$ cat src/rtl/hier_path_decoder.sv
// Reassembles a serial root-first digit stream into a packed instance path; path is valid the cycle after the s_last digit is accepted.
// Backpressure: s_ready stays low while a completed path is held for m_ready, so no digit can be lost while the output is stalled.
module hier_path_decoder #(
  parameter int DEPTH   = 10,
  parameter int FANOUT  = 5,
  parameter int DIGIT_W = 3,
  parameter int CNT_W   = 16
) (
  input  logic                         clk,
  input  logic                         rst,
  input  logic                         s_valid,
  output logic                         s_ready,
  input  logic [DIGIT_W-1:0]           s_digit,
  input  logic                         s_last,
  output logic                         m_valid,
  input  logic                         m_ready,
  output logic [DEPTH*DIGIT_W-1:0]     m_path,
  output logic [$clog2(DEPTH+1)-1:0]   m_depth,
  output logic                         m_err_range,
  output logic                         m_err_len,
  output logic [CNT_W-1:0]             path_cnt
);

  localparam int LVL_W = $clog2(DEPTH + 1);
  localparam logic [LVL_W-1:0] LVL_MAX = LVL_W'(DEPTH);
  // One extra bit so a FANOUT equal to 2**DIGIT_W does not wrap to zero.
  localparam logic [DIGIT_W:0] FANOUT_L = (DIGIT_W + 1)'(FANOUT);

  typedef enum logic {COLLECT, HOLD} state_t;

  state_t           state;
  logic [LVL_W-1:0] level;
  logic             accept;
  logic             digit_bad;

  assign accept    = s_valid && s_ready;
  assign digit_bad = {1'b0, s_digit} >= FANOUT_L;
  assign m_depth   = level;

  always_ff @(posedge clk) begin
    if (rst) begin
      state       <= COLLECT;
      s_ready     <= 1'b1;
      m_valid     <= 1'b0;
      m_path      <= '0;
      level       <= '0;
      m_err_range <= 1'b0;
      m_err_len   <= 1'b0;
      path_cnt    <= '0;
    end else begin
      case (state)
        COLLECT: begin
          if (accept) begin
            // Digits beyond the last slot are dropped; only the length error records them.
            if (level < LVL_MAX) begin
              m_path[int'(level)*DIGIT_W +: DIGIT_W] <= s_digit;
              level <= level + 1'b1;
            end else begin
              m_err_len <= 1'b1;
            end
            if (digit_bad) m_err_range <= 1'b1;
            if (s_last) begin
              state   <= HOLD;
              s_ready <= 1'b0;
              m_valid <= 1'b1;
            end
          end
        end
        HOLD: begin
          if (m_ready) begin
            if (!m_err_range && !m_err_len && path_cnt != '1)
              path_cnt <= path_cnt + 1'b1;
            state       <= COLLECT;
            s_ready     <= 1'b1;
            m_valid     <= 1'b0;
            m_path      <= '0;
            level       <= '0;
            m_err_range <= 1'b0;
            m_err_len   <= 1'b0;
          end
        end
        default: state <= COLLECT;
      endcase
    end
  end

endmodule

$ cat config.mk
export PLATFORM = sky130hd
export DESIGN_NAME = hier_path_decoder
export DESIGN_NICKNAME = d
export VERILOG_FILES = /design/src/rtl/hier_path_decoder.sv
export SDC_FILE = /design/constraint.sdc
export NUM_CORES = 1
export LEC_CHECK = 0
export CAP_MARGIN = 10
export CORE_MARGIN = 4
export CORE_UTILIZATION = 49
export DETAILED_ROUTE_END_ITERATION = 10
export GPL_ROUTABILITY_DRIVEN = 1
export GPL_TIMING_DRIVEN = 0
export PLACE_DENSITY = 0.87
export SYNTH_ARGS = -nofsm -noshare
export SYNTH_HDL_FRONTEND = slang
export SYNTH_SLANG_ARGS = --single-unit
$ cat constraint.sdc
create_clock -name clk -period 3.32 [get_ports clk]
set_input_delay 0.996 -clock clk [delete_from_list [all_inputs] [get_ports clk]]
set_output_delay 0.996 -clock clk [all_outputs]
set_load 0.02 [all_outputs]
==> impl_results.md, run 1 <==
* Fraction of layout cells with a size suffix above 1 at 6.720%
* F_max at roughly 380 MHz
* Worst Tran Pin Value at a little under 0.8 ns
* Maxcap violations at 0
* Fraction of the mapped netlist area in adder cells at 2.319%
* Ant. Diodes at 0
* Max Slew Vio Count at 0
* Die Span X at approximately 82 um
* Synth Flop Type: dfxtp_1
* Number of synthesized flops with an enable pin at 0
* Crit-path max FO at 10
* Pwr Density at 389.9 nW/um^2
* PortBufs at 60
* Post-synth cell types at 51
* Leak at 1.168 nW
* Crit path kind: input pin to flip-flop
* Post-DP Area at around 3400 sq um
* Antenna Nets Post-Route at 0
* Mapped Avg Cell Area at around 9 sq um
* Largest family of logic cells by synthesized area: simple AND/OR/NAND/NOR gates
* # rows at 26
* Mapped Cells at 304
* YS warnings at 0
* Area growth syn-to-layout at 29.78%
* Status: finished, final reports clean
* Final Hold Fails at 0
* CP Launch Type: input pin
* Post-synthesis xor/xnor area fraction at 0.3247%
* Synth cell count leaders: dfxtp_1 (55), a21oi_1 (28), nand2_1 (25), nand3_1 (15), o31ai_1 (15)
* Count leader, synth: dfxtp_1
* First-pass GRT wire length at 12.63 mm
* Grt ovf at 0
* TritonCTS Buffers at 5
* RePlAce Congestion at ~0.9
* Seq/Total Area, Yosys at 40.82%
* Layout Skew at 0.01644 ns
* Iter 0 DRT Violations at 265
* Setup TNS at 0 ns
* Final wirelength at 7.477 mm
* Die Y at slightly above 80 um
* GRT Total Usage at 23.82%
* Initial core utilization at approximately 52%
* Pre-antenna DRT Iters at 5
* Latest clock arrival within the worst-skew pair at 0.32 ns
* Via count at 2720
* Max_slew headroom at 46.91%
* Vias per cell at 6.154
* Maximum VDD drop at around 0.0003 V
* CTS clk-pin slew, worst paths at 0.11 ns
* Hold_buf cts at 0
* Sequential share of power at 50.0%
* Core ar. at 5205 sq um
* Crit path required time at 3.57 ns
* Clk pwr share at 33.7%
* CP endpoint kind: flip-flop
* Initial antenna violation count at 0
* Final Instance Area at 3501 sq um
* RSZ-0062 raised after global routing: false
* Resized cells post-CTS at 0
* Setup ws final at 0.6603 ns
* Synth area leader: dfxtp_1
* Die Area at 6756 sq um
* Net count, final at between 300 and 400
* Dominant cells by area after synthesis: dfxtp_1 (41%), a21oi_1 (5.2%), o31ai_1 (4.2%)
* Cell internal pwr at 0.9796 mW
* Psw at 0.3854 mW
* Largest net degree at the start of global routing at 19
* Final min period at 2.660 ns
* Async S/R FF share, synth at 0%
* Synthesized flop and latch total at 55
* Post-DP HPWL at 5.590 mm
* Post-Synth Simple-Gate Area at 25.65%
* Placement Setup Slack at 0.3349 ns
* Combinational power share at 16.3%
* Residual DRC at 0
* R2R Path Start: m_depth[0]
* WL/cell at 16.92 um
* Clock sink count at 55
* # H-tree levels at 2
* Sw frac at between 20% and 30%
* Final period util at 80.11%
* Worst setup path startpoint: m_ready
* Post-CTS Setup Inserts at 0
* Yosys top cell area share at between 40% and 50%
* CTS tree: yes
* Data arrival, critical path at between 2 and 3 ns
* CTS max path bufs at 2
* Syn Std Cell Area at 2698 sq um
* Top Ports at 62
* Multiplexer area fraction after synthesis at about 3.8%
* Setup violations, final at 0
* Worst hold path startpoint: m_path[26]
* Synth Area in Compound Gates at roughly 22%
* Vias in the first global route at 2591
* Synthesized Nets at ~320
* Clock tree root buffer cell: clkbuf_8
* Worst min-delay path class: flip-flop to flip-flop
==> metrics by stage <==
stage	hold slack [ns]	cells	util, %	power [mW]
floorplan	0.5332	304	-	0.8411
global placement	0.4509	434	65.05	0.9117
detailed placement	0.4468	434	65.05	0.9164
CTS	0.4703	442	67.26	1.365
global route	0.4847	442	67.26	1.422
finish	0.4732	442	67.26	1.365
==> cells by family (layout without fill, tap and decap cells) <==
group / Yosys count / count (layout)
muxes: 10 / 10
DFF: 55 / 55
buffers and inverters: 27 / 95
adders and majority gates: 5 / 5
and+or+nand+nor: 121 / 121
AOI/OAI and AO/OA: 85 / 85
xor gates and xnor gates: 1 / 1
==> placed cells by master (no fill, tap or decap), types with 2 or more instances in the layout <==
master,instances
a21oi_1,28
a22o_1,4
a31oi_1,3
a32o_1,6
a41oi_1,2
and3_1,3
and4_1,2
buf_2,6
buf_4,3
clkbuf_1,7
clkbuf_8,5
clkdlybuf4s50_1,60
dfxtp_1,55
ha_1,5
inv_1,9
mux2_2,2
mux2i_1,8
nand2_1,25
nand2b_1,4
nand3_1,15
nand3b_1,4
nand4_1,8
nor2_1,12
nor2b_1,4
nor3_1,10
nor3b_1,5
nor4_1,2
o211ai_1,10
o21a_1,2
o21ai_0,6
o31ai_1,15
or3_1,9
or4_1,10
==> per-layer routing <==
layer | global-route usage [%] | vias to the layer above | routed length, um
met5 | 0 | - | 0
li1 | - | 1292 | -
met2 | 37.82 | 115 | 3528
met3 | 4.664 | 17 | 562
met1 | 32.37 | 1296 | 3251
met4 | 7.641 | 0 | 134
==> power groups by stage <==
stage	Clock, mW	Combinational (mW)	Sequential, mW
after floorplan	0	0.133	0.708
after global placement	0	0.214	0.697
after detailed placement	0	0.218	0.698
after CTS	0.462	0.220	0.683
after global routing	0.494	0.243	0.685
final	0.460	0.223	0.683
==> path summary, 6_finish.rpt <==
kind	to	slack, ns	cells after the start
min reg2reg	m_path[26]	0.47	2
min	m_path[26]	0.47	2
max	path_cnt[11]	0.66	5
max reg2reg	m_path[25]	0.77	8
==> worst max-delay path, cell delays in order <==
cell	delay, ns
clkdlybuf4s50_1	0.56
and4bb_2	0.29
nand4_1	0.34
or4_1	0.58
a21oi_1	0.14
==> cell type report <==
class | count | area [sq um]
flip-flops and latches | 55 | 1101
clock buffers | 5 | 68.82
fillers | 460 | 1704
inverters | 9 | 33.78
clock inverters | 3 | 46.29
multi-input cells | 222 | 1469
repair buffers | 60 | 600.6
well taps | 70 | 87.58
plain buffers | 18 | 93.84
==> flip-flops by register name, indices dropped and copies added, names as in the netlist <==
signal,count
m_depth,4
m_err_len,1
m_err_range,1
m_path,30
m_valid,1
path_cnt,16
s_ready,1
state,1
No activity file was read; power rests on OpenSTA's default activity.
==> run 2: changes to the inputs <==
clock period = 2.7 ns   (was 3.32 ns; I/O delays follow)
==> run 2 against run 1 <==
Effect of this change: via count shrank 0.26%; cell area grew 0.14%; critical path depth grew 3; non-clock buffer count is the same; flip-flop and latch count is the same; power rose by 23%; routed wire length grew 1.1%; highest routed layer unchanged.
==> impl_results.md, run 2 (synthesis gave the netlist of run 1 again) <==
* Die Span X at 82.20 um (unchanged)
* Die Area at 6756 sq um (unchanged)
* Maxcap violations at 0 (unchanged)
* Worst min-delay path class: flip-flop to flip-flop
* Setup ws final at 0.2133 ns (-0.4469 ns)
* Final min period at 2.487 ns
* Crit path kind: flip-flop to flip-flop
* Pwr Total at 1.681 mW (+23%)
* Vias in the first global route at 2591 (unchanged)
* Max Slew Vio Count at 0 (unchanged)
* Finished Core Util at 67.36% (+0.096 points)
* Crit-path max FO at 10 (unchanged)
* Setup violations, final at 0 (unchanged)
* GRT met2 Usage at 37.82% (unchanged)
* Crit-path slowest cell: dfxtp_1
* Ant. Diodes at 0 (unchanged)
* R2r endpoint: m_path[25]
* Data arrival, critical path at 2.70 ns (-0.21 ns)
* Worst setup path startpoint: m_depth[0]
* # rows at 26 (unchanged)
* Post-DP HPWL at 5.590 mm (unchanged)
* Net count, final at 384 (unchanged)
* Hold_buf cts at 0 (unchanged)
* Maximum VDD drop at 0.0003654 V (+23%)
* CP Capture Point: m_path[25]
* CTS tree: yes
* Initial core utilization at 51.83% (unchanged)
* Worst Tran Pin Value at 0.8000 ns (+0.01402 ns)
* First-pass GRT wire length at 12.63 mm (unchanged)
* Final period util at 92.10%
* Clock tree root buffer cell: clkbuf_8
* Crit path required time at 2.91 ns (-0.66 ns)
* Area growth syn-to-layout at 29.96%
* Placement Setup Slack at -0.09907 ns (-0.4340 ns)
* Via count at 2713 (-0.26%)
* Pwr Density at 479.3 nW/um^2 (+23%)
* Grt met3 use at 4.664% (unchanged)
* Worst reg2reg path depth at 8 (unchanged)
* Largest register by flop count: m_path
* R2R Path Start: m_depth[0]
* CP Launch Type: flip-flop
* Max_slew headroom at 45.96% (-0.95 points)
* Final Instance Area at 3506 sq um (+0.14%)
* Min-Delay Path Depth at 2 (unchanged)
* Crit path cell chain: buf_6 > inv_1 > ha_1 > buf_4 > nor3b_1 > a41o_1 > and3_1 > mux2_2
* Worst path top cell family by delay: simple AND/OR/NAND/NOR gates
* Final wirelength at 7.561 mm (+1.1%)
* Clock sink count at 55 (unchanged)
* Core ar. at 5205 sq um (unchanged)
* GRT Total Usage at 23.82% (unchanged)
* # H-tree levels at 2 (unchanged)
* Residual DRC at 0 (unchanged)
* F_max at about 400 MHz
* Antenna Nets Post-Route at 0 (unchanged)
* Final Hold Fails at 0 (unchanged)
* Largest net degree at the start of global routing at 19 (unchanged)
* Grt ovf at 0 (unchanged)
* Die Y at 82.20 um (unchanged)
* Reg2Reg Setup Slack at 0.21 ns (-0.56 ns)
* Vias per cell at 6.138 (-0.26%)
* Grt met1 use at 32.37% (unchanged)
* CP Depth at 8 (+3)
* Initial antenna violation count at 0 (unchanged)
* Layout Skew at 0.01626 ns (-0.0001781 ns)
* Post-CTS Setup Inserts at 0 (unchanged)
* RSZ-0062 raised after global routing: false
* Commonest non-fill, non-tap cell in the layout: clkdlybuf4s50_1
* Post-DP Area at 3386 sq um (unchanged)
* Worst path buffer plus inverter count at 3 (+2)
* Pre-antenna DRT Iters at 4 (-1)
* Max incr delay on CP at 0.45 ns (-0.13 ns)
* Resized cells post-CTS at 0 (unchanged)
* CTS max path bufs at 2 (unchanged)
* WL/cell at 17.11 um (+1.1%)
* RePlAce Congestion at 0.9182 (unchanged)
* Top Ports at 62 (unchanged)
* Leak at 1.171 nW (+0.26%)
* WHS at 0.4732 ns (+0.00002200 ns)
* Iter 0 DRT Violations at 263 (-0.75%)
* Status: finished, final reports clean
* CP endpoint kind: flip-flop
* Latest clock arrival within the worst-skew pair at 0.32 ns (about the same)
* Filler Cell Count at 460 (unchanged)
* Leading cell types in the layout, fill and taps excluded: clkdlybuf4s50_1 (60), dfxtp_1 (55), a21oi_1 (28)
* PortBufs at 60 (unchanged)
* CTS clk-pin slew, worst paths at 0.11 ns (about the same)
* Fraction of layout cells with a size suffix above 1 at 6.989% (+0.27 points)
* Most Crowded Layer GR: met2
* Max FFs per register at 30 (unchanged)
* TritonCTS Buffers at 5 (unchanged)
run 2: report_power, final:
part	switching (mW)	internal, mW	total, mW
clock network	0.284	0.280	0.564
registers	0.0142	0.825	0.839
logic	0.177	0.100	0.277
total	0.475	1.21	1.68
run 2: tightest hold or removal path: cells and delay by family (launching register included):
| family | cells | cell delay (ns) |
|---|---|---|
| and+or+nand+nor | 1 | 0.05 |
| DFF | 1 | 0.33 |
| muxes | 1 | 0.05 |
run 2: stage by stage:
stage,instances,TNS (ns)
2_1_floorplan,304,0
3_3_place_gp,434,-0.08074
5_1_grt,442,0
6_report,442,0
4_1_cts,442,0
3_5_place_dp,434,-0.4001
run 2: how the worst min path moves through the flow:
| stage | start | to | slack, ns |
|---|---|---|---|
| 2_1_floorplan | m_path[24] | m_path[24] | 0.53 |
| 3_3_place_gp | m_path[24] | m_path[24] | 0.45 |
| 3_5_place_dp | m_path[5] | m_path[5] | 0.45 |
| 4_1_cts | m_path[5] | m_path[5] | 0.47 |
| 5_1_grt | m_path[5] | m_path[5] | 0.48 |
| 6_report | m_path[26] | m_path[26] | 0.47 |
run 2: metal layers:
| metal | share of wire, % | wire, um |
|---|---|---|
| met1 | 46 | 3452 |
| met2 | 47 | 3557 |
| met3 | 5.6 | 421 |
| met4 | 1.7 | 129 |
| met5 | 0 | 0 |
run 2: final cells by class:
cell class / count / area (sq um) / area share, %
multi-input combinational: 222 / 1474 / 42.04
sequential: 55 / 1101 / 31.41
timing repair buffer: 60 / 600.6 / 17.13
buffer: 18 / 93.84 / 2.677
tap: 70 / 87.58 / 2.498
clock buffer: 5 / 68.82 / 1.963
clock inverter: 3 / 46.29 / 1.320
inverter: 9 / 33.78 / 0.9636
==> run 3: changes to the inputs <==
ABC_AREA = 0   (was not set)
RECOVER_POWER = 100   (was not set)
SETUP_SLACK_MARGIN = 0.02   (was not set)
==> run 3 against run 2 <==
Effect of this change: core utilization decreased by 0.17 points; worst hold slack lost 0.0031 ns; global-route usage unchanged; power decreased by 0.44%; cell area shrank 0.25%; via count down 0.48%; die area did not move; non-clock buffer count did not move; critical endpoint is now path_cnt[8]; largest power group unchanged; highest routed layer unchanged.
==> impl_results.md, run 3 (synthesis gave the netlist of run 1 again) <==
* CP endpoint kind: flip-flop
* Initial core utilization at 51.83% (unchanged)
* First-pass GRT wire length at 12.63 mm (unchanged)
* F_max at 389.1 MHz (-3.2%)
* Initial antenna violation count at 0 (unchanged)
* Vias in the first global route at 2591 (unchanged)
* Maxcap violations at 0 (unchanged)
* Worst Tran Pin Value at 0.7886 ns (-0.01144 ns)
* Via count at 2700 (-0.48%)
* PortBufs at 60 (unchanged)
* Worst min-delay path class: flip-flop to flip-flop
* Final wirelength at 7.544 mm (-0.22%)
* Setup ws final at 0.1302 ns (-0.08315 ns)
* Final min period at 2.570 ns (+0.08315 ns)
* Core ar. at 5205 sq um (unchanged)
* Crit path required time at 2.95 ns (+0.04 ns)
* Maximum VDD drop at 0.0003641 V (-0.35%)
* Final period util at 95.18% (+3.1 points)
* Leading cell types in the layout, fill and taps excluded: dlygate4sd3_1 (56), dfxtp_1 (55), a21oi_1 (28)
* CTS max path bufs at 2 (unchanged)
* Crit path cell chain: dlygate4sd3_1 > nand4bb_2 > or3_1 > clkbuf_1 > or4_1 > a21oi_1
* Leak at 1.347 nW (+15%)
* Post-DP HPWL at 5.590 mm (unchanged)
* Max Slew Vio Count at 0 (unchanged)
* CTS tree: yes
* Net count, final at 384 (unchanged)
* WHS at 0.4702 ns (-0.003064 ns)
* Top Ports at 62 (unchanged)
* Die Area at 6756 sq um (unchanged)
* Ant. Diodes at 0 (unchanged)
* Max_slew headroom at 46.73% (+0.77 points)
* Clock tree root buffer cell: clkbuf_8
* Largest net degree at the start of global routing at 19 (unchanged)
* Pwr Density at 478.4 nW/um^2 (-0.19%)
* # H-tree levels at 2 (unchanged)
* Post-CTS Setup Inserts at 0 (unchanged)
* Final cell count without fillers at 442 (unchanged)
* Worst path top cell family by delay: simple AND/OR/NAND/NOR gates
* RePlAce Congestion at 0.9182 (unchanged)
* Largest register by flop count: m_path
* Max incr delay on CP at 0.63 ns (+0.18 ns)
* Data arrival, critical path at 2.82 ns (+0.12 ns)
* Crit path kind: input pin to flip-flop
* Clock sink count at 55 (unchanged)
* Die Y at 82.20 um (unchanged)
* WL/cell at 17.07 um (-0.22%)
* TritonCTS Buffers at 5 (unchanged)
* Worst path buffer plus inverter count at 2 (-1)
* # rows at 26 (unchanged)
* Finished Core Util at 67.19% (-0.17 points)
* CTS clk-pin slew, worst paths at 0.11 ns (about the same)
* Latest clock arrival within the worst-skew pair at 0.31 ns (about the same)
* CP Launch Type: input pin
* RSZ-0062 raised after global routing: false
* Placement Setup Slack at -0.09907 ns (unchanged)
* Final Hold Fails at 0 (unchanged)
* Placed Instances at 434 (unchanged)
* Max FFs per register at 30 (unchanged)
* Antenna Nets Post-Route at 0 (unchanged)
* Residual DRC at 0 (unchanged)
* Area growth syn-to-layout at 29.64%
* Status: finished, final reports clean
* Setup violations, final at 0 (unchanged)
* Pre-antenna DRT Iters at 5 (+1)
* Commonest non-fill, non-tap cell in the layout: dlygate4sd3_1
* Fraction of layout cells with a size suffix above 1 at 5.645% (-1.3 points)
* GRT Total Usage at 23.82% (unchanged)
* Die Span X at 82.20 um (unchanged)
* Crit-path slowest cell: dlygate4sd3_1
* Vias per cell at 6.109 (-0.48%)
* Grt ovf at 0 (unchanged)
* Crit-path max FO at 10 (unchanged)
* Iter 0 DRT Violations at 249 (-5.3%)
* Layout Skew at 0.01509 ns (-0.001171 ns)
## run 3: routing by layer
metal	vias up	wire length [um]	GRT usage [%]
li1	1296	-	-
met1	1279	3320	32.37
met2	110	3559	37.82
met3	15	552	4.664
met4	0	111	7.641
met5	-	0	0
## run 3: worst min-delay path, delay by kind of cell (launching register included)
kind          cells  cell delay (ns)
mux               1             0.05
flops             1             0.33
simple gates      1             0.05
## run 3: final cells by class
class | instances | area (sq um)
Clock buffer | 5 | 68.82
Sequential cell | 55 | 1101
Timing Repair Buffer | 60 | 600.6
Clock inverter | 3 | 46.29
Fill cell | 464 | 1708
Buffer | 18 | 90.09
Inverter | 9 | 33.78
Tap cell | 70 | 87.58
Multi-Input combinational cell | 222 | 1469
## run 3: stage by stage
| step | TNS, ns | instance area (sq um) | total power [mW] |
|---|---|---|---|
| 2_1_floorplan | 0 | 2698 | 1.034 |
| 3_3_place_gp | -0.08074 | 3386 | 1.121 |
| 3_5_place_dp | -0.4001 | 3386 | 1.127 |
| 4_1_cts | 0 | 3501 | 1.678 |
| 5_1_grt | 0 | 3497 | 1.744 |
| 6_report | 0 | 3497 | 1.673 |
## run 3: repair_timing
item,CTS,global route
gates resized for setup,0,1
hold buffers,0,0
setup endpoints to repair,0,1
## run 3: power breakdown
part	leakage (nW)	total [mW]	switching [mW]	internal (mW)
Clock	0.0548	0.564	0.285	0.280
Combinational	0.848	0.270	0.175	0.0949
Sequential	0.444	0.839	0.0136	0.825
Total	1.35	1.67	0.473	1.20
## run 3: worst paths after layout
kind                                  from     endpoint  slack (ns)  cells past startpoint
worst max register to register  m_depth[0]   m_path[25]        0.22                      8
worst min register to register  m_path[26]   m_path[26]        0.47                      2
worst max-delay path               m_ready  path_cnt[8]        0.13                      6
worst min-delay path            m_path[26]   m_path[26]        0.47                      2
